[config.mk]
export PLATFORM = sky130hd
export DESIGN_NAME = demux_router_1to4
export DESIGN_NICKNAME = d
export VERILOG_FILES = /design/src/rtl/demux_router_1to4.sv
export SDC_FILE = /design/constraint.sdc
export NUM_CORES = 1
export LEC_CHECK = 0
export BUFFER_PORTS_ARGS = -buffer_cell sky130_fd_sc_hd__buf_4
export CORE_AREA = 3 3 63 65
export DETAILED_ROUTE_END_ITERATION = 6
export DIE_AREA = 0 0 66 68
export GPL_TIMING_DRIVEN = 0
export PLACE_DENSITY = 0.73
export REMOVE_ABC_BUFFERS = 1
export SKIP_CTS_REPAIR_TIMING = 1
export SYNTH_ARGS = -nofsm -noshare
export SYNTH_HDL_FRONTEND = slang
export SYNTH_SLANG_ARGS = --single-unit
export TNS_END_PERCENT = 10
[constraint.sdc]
create_clock -name clk -period 1 [get_ports clk]
set_input_delay 0.1 -clock clk [delete_from_list [all_inputs] [get_ports clk]]
set_output_delay 0.1 -clock clk [all_outputs]
set_load 0.005 [all_outputs]
[src/rtl/demux_router_1to4.sv]
// Registered 1-to-4 demultiplexer: each word is routed to the lane chosen by {address1, address0}.
// Each lane has a one-entry buffer. Define DEMUX_ROUTER_STALL_COUNT_EN to add the stall_count port.
module demux_router_1to4 #(
    parameter int WIDTH = 8
) (
    input  logic             clk,
    input  logic             reset,
    input  logic             in_valid,
    output logic             in_ready,
    input  logic [WIDTH-1:0] in_data,
    input  logic             address0,
    input  logic             address1,
    output logic             out_valid0,
    output logic             out_valid1,
    output logic             out_valid2,
    output logic             out_valid3,
    input  logic             out_ready0,
    input  logic             out_ready1,
    input  logic             out_ready2,
    input  logic             out_ready3,
    output logic [WIDTH-1:0] out_data0,
    output logic [WIDTH-1:0] out_data1,
    output logic [WIDTH-1:0] out_data2,
    output logic [WIDTH-1:0] out_data3
`ifdef DEMUX_ROUTER_STALL_COUNT_EN
    ,
    output logic [15:0]      stall_count
`endif
);

    typedef enum logic {
        EMPTY = 1'b0,
        FULL  = 1'b1
    } laneState_t;

    laneState_t       laneState [4];
    laneState_t       laneNext  [4];
    logic [WIDTH-1:0] laneData  [4];
    logic [1:0]       sel;
    logic [3:0]       outReady;
    logic [3:0]       load;
    logic             accept;

    assign sel      = {address1, address0};
    assign outReady = {out_ready3, out_ready2, out_ready1, out_ready0};

    // A full lane can still take a word when its consumer is draining it in the same cycle.
    assign in_ready = (laneState[sel] == EMPTY) || outReady[sel];
    assign accept   = in_valid && in_ready;

    always_comb begin
        load     = '0;
        laneNext = laneState;
        for (int n = 0; n < 4; n++) begin
            if (accept && (sel == 2'(n))) begin
                load[n]     = 1'b1;
                laneNext[n] = FULL;
            end else if ((laneState[n] == FULL) && outReady[n]) begin
                laneNext[n] = EMPTY;
            end
        end
    end

    always_ff @(posedge clk) begin
        if (reset) begin
            for (int n = 0; n < 4; n++) begin
                laneState[n] <= EMPTY;
                laneData[n]  <= '0;
            end
        end else begin
            for (int n = 0; n < 4; n++) begin
                laneState[n] <= laneNext[n];
                if (load[n]) begin
                    laneData[n] <= in_data;
                end
            end
        end
    end

    assign out_valid0 = (laneState[0] == FULL);
    assign out_valid1 = (laneState[1] == FULL);
    assign out_valid2 = (laneState[2] == FULL);
    assign out_valid3 = (laneState[3] == FULL);
    assign out_data0  = laneData[0];
    assign out_data1  = laneData[1];
    assign out_data2  = laneData[2];
    assign out_data3  = laneData[3];

`ifdef DEMUX_ROUTER_STALL_COUNT_EN
    // Counts cycles the producer is blocked; sticks at all-ones instead of wrapping.
    always_ff @(posedge clk) begin
        if (reset) begin
            stall_count <= '0;
        end else if (in_valid && !in_ready && (stall_count != 16'hFFFF)) begin
            stall_count <= stall_count + 16'd1;
        end
    end
`endif

endmodule

==> results.yml <==
run_status:
  outcome: "finished with violations"
  violations_in_the_final_reports: "setup timing"
logic_synthesis:
  ys_top_cells_by_area: "sky130_fd_sc_hd__edfxtp_1, sky130_fd_sc_hd__nor3_1, sky130_fd_sc_hd__dfxtp_1"
  synth_adder_area_share_pct: 0
  fraction_of_registers_with_async_set_or_reset_after_synthesis_pct: 0
  synthDistinctLibCells: 21
  synth_xor_area_share_pct: 0
  synth_commonest_cells: "sky130_fd_sc_hd__edfxtp_1, sky130_fd_sc_hd__nor3_1, sky130_fd_sc_hd__nand3b_1"
  synth_enable_flop_cells: 32
  synth_cells: 114
  synth_warnings: 0
  yosys_register_bits: 36
  synthFlopType: "sky130_fd_sc_hd__edfxtp_1"
  yosys-mux-area-fraction_pct: 1.484
  syn-cell-area_um2: 1518
  synth_top_family_by_area: "simple AND/OR/NAND/NOR gates"
  netlist.area_leader.share_pct: 63.31
  fraction_of_the_mapped_netlist_area_in_compound_gates_pct: 3.957
  synthSimpleGateAreaFrac_pct: 21.35
  yosysTopAreaCell: "sky130_fd_sc_hd__edfxtp_1"
  sequential_fraction_of_the_synthesis_area_pct: 68.59
  syn_area_cell_um2: 13.31
placed_design:
  detailed_place.area_um2: 1911
  place.port_buffers: 53
  place.gp.congestion: 0.7930
  dp.cells: 202
  dpl.hpwl_um: 2460
timing:
  worst_slew_margin_rel_pct: 67.00
  finalSetupTns_ps: -6881
  timing_hold_violations_final: 0
  setup_repair_after_global_routing_missed_its_margin: "true"
  worst_slew_pin_slew_ps: 494.0
  fin_ws_ps: -663.1
  post_route_clock_period_utilization_pct: 166.3
  finalWorstPathRequiredPeriod_ps: 1663
  fmaxAchievable_ghz: 0.6013
  finalSetupViolCount: 34
  finalClockSkew_ps: 3.854
  slew_limit_fails: 0
clock_network:
  clock_sinks: 36
  clock_slew_at_reported_path_ffs_ps: 100
  htree_num_levels: 2
  cts_tree: "done"
  cts_buffers: 5
  worstSkewPairLatency_ps: 330
  clk_path_buf_depth: 2
  ctsRootBufferMaster: "sky130_fd_sc_hd__clkbuf_4"
global_routing:
  first_pass_grt_wire_length_um: 4816
  track_usage_pct: 14.89
  vias_in_the_first_global_route: 1025
  global_route_total_overflow: 0
  grt_antenna_before_repair: 0
  grt_max_degree: 17
worst_setup_path:
  crit_buf_inv: 1
  critical_path_at_ps: 1560
  setup.worst_path.class: "reg -> out"
  path_max_fanout: 3
  critical-path-slowest-cell: "sky130_fd_sc_hd__mux4_2"
  worst-endpoint-required_ps: 900
  startpoint: "out_valid3"
  critPathLaunchType: "register"
  rr_startpoint: "out_valid1"
  worst_path_dominant_cell_family: "multiplexers"
  crit_chain: "or2b_1 > mux4_2 > buf_6"
  worstSetupEndpointType: "output port"
  critPathMaxStageDelay_ps: 490
layout:
  fraction_of_layout_cells_with_a_size_suffix_above_1_pct: 46.06
  finalCoreUtilization_pct: 61.02
  final-instance-count-excl-fill: 211
  insertedDiodeCount: 0
  areaGrowthSynthToFinish_pct: 36.27
  fin_area_um2: 2068
  nets: 182
power_and_ir_drop:
  ir_drop_mv: 0.6951
  p_leak_nw: 0.8082
  power-per-cell-area_nw_per_um2: 1336
  design_power_total_mw: 2.764
floorplanning:
  floorplan.die.width_um: 66
  floorplan.io_pins: 54
  area_of_the_die_um2: 4488
  die_height_um: 68
  row_count: 21
  floorplan.initialDensity_pct: 44.78
  core_area_um2: 3390
detailed_routing:
  drt-vias-per-instance: 5.332
  first_iter_violations: 43
  detailroute.via_count: 1125
  drt_first_pass_iters: 4
  route.antenna.remaining_nets: 0
  routedWlPerCell_um: 16.03
  finalWirelength_um: 3383
  number_of_remaining_drc_errors: 0
worst_hold_path:
  min-delay-path-class: "in -> reg"
  timing.hold.worst.start: "reset"
flow_run:
  maxCapViolCount: 0
-- routing by layer --
metal | up-vias | global-route usage, % | wire length [um]
li1 | 533 | - | -
met1 | 529 | 18.00 | 1332
met2 | 59 | 24.91 | 1721
met3 | 4 | 4.105 | 286
met4 | 0 | 6.853 | 42
met5 | - | 0 | 0
-- layout by cell type (no fill, tap or decap), drive strengths merged --
cell type  instances
buf               55
edfxtp            32
nor3              32
nand3b            10
clkbuf             5
a21oi              4
nand2b             4
a41o               4
nor2b              4
dfxtp              4
or2b               2
clkinv             2
inv                2
mux4               1
or2                1
nand2              1
or3b               1
nand3              1
-- registers in the layout (all words and copies together) (netlist names) --
signal and count:
laneData 32, out_valid0 1, out_valid1 1, out_valid2 1, out_valid3 1
-- area by class of cell --
cell class              instances  area [um2]
well taps                      46       57.56
inverters                       2       7.507
fillers                       267        1321
clock buffers                   5       37.54
clock inverters                 2       7.507
repair buffers                 55       424.2
flip-flops and latches         36        1049
multi-input cells              65       485.5
-- metrics by stage --
| stage | setup WS, ps | hold slack [ps] |
|---|---|---|
| finish | -663.1 | 40.26 |
| CTS | -671.3 | 33.71 |
| global placement | -308.2 | 371.7 |
| floorplan | -182.3 | 169.1 |
| detailed placement | -305.7 | 378.8 |
| global route | -698.7 | 54.11 |
-- kinds of logic (layout without fill, tap and decap cells) --
family / count (synthesis) / in the layout
simple gates: 56 / 56
mux: 1 / 1
compound gates: 8 / 8
buf+inv: 13 / 64
flops: 36 / 36
-- path summary, 6_finish.rpt --
path / slack [ps] / cells past startpoint / end
worst max-delay path: -660 / 3 / in_ready
worst min-delay path: 40 / 2 / out_valid2
worst max register to register: -230 / 3 / laneData[1][5]
worst min register to register: 530 / 2 / out_valid2
-- power breakdown --
group	internal [mW]	total (mW)	switching (mW)
clock	0.245	0.689	0.444
combinational	0.175	0.350	0.174
sequential	1.70	1.72	0.0221
(Power assumes the default switching activity.)
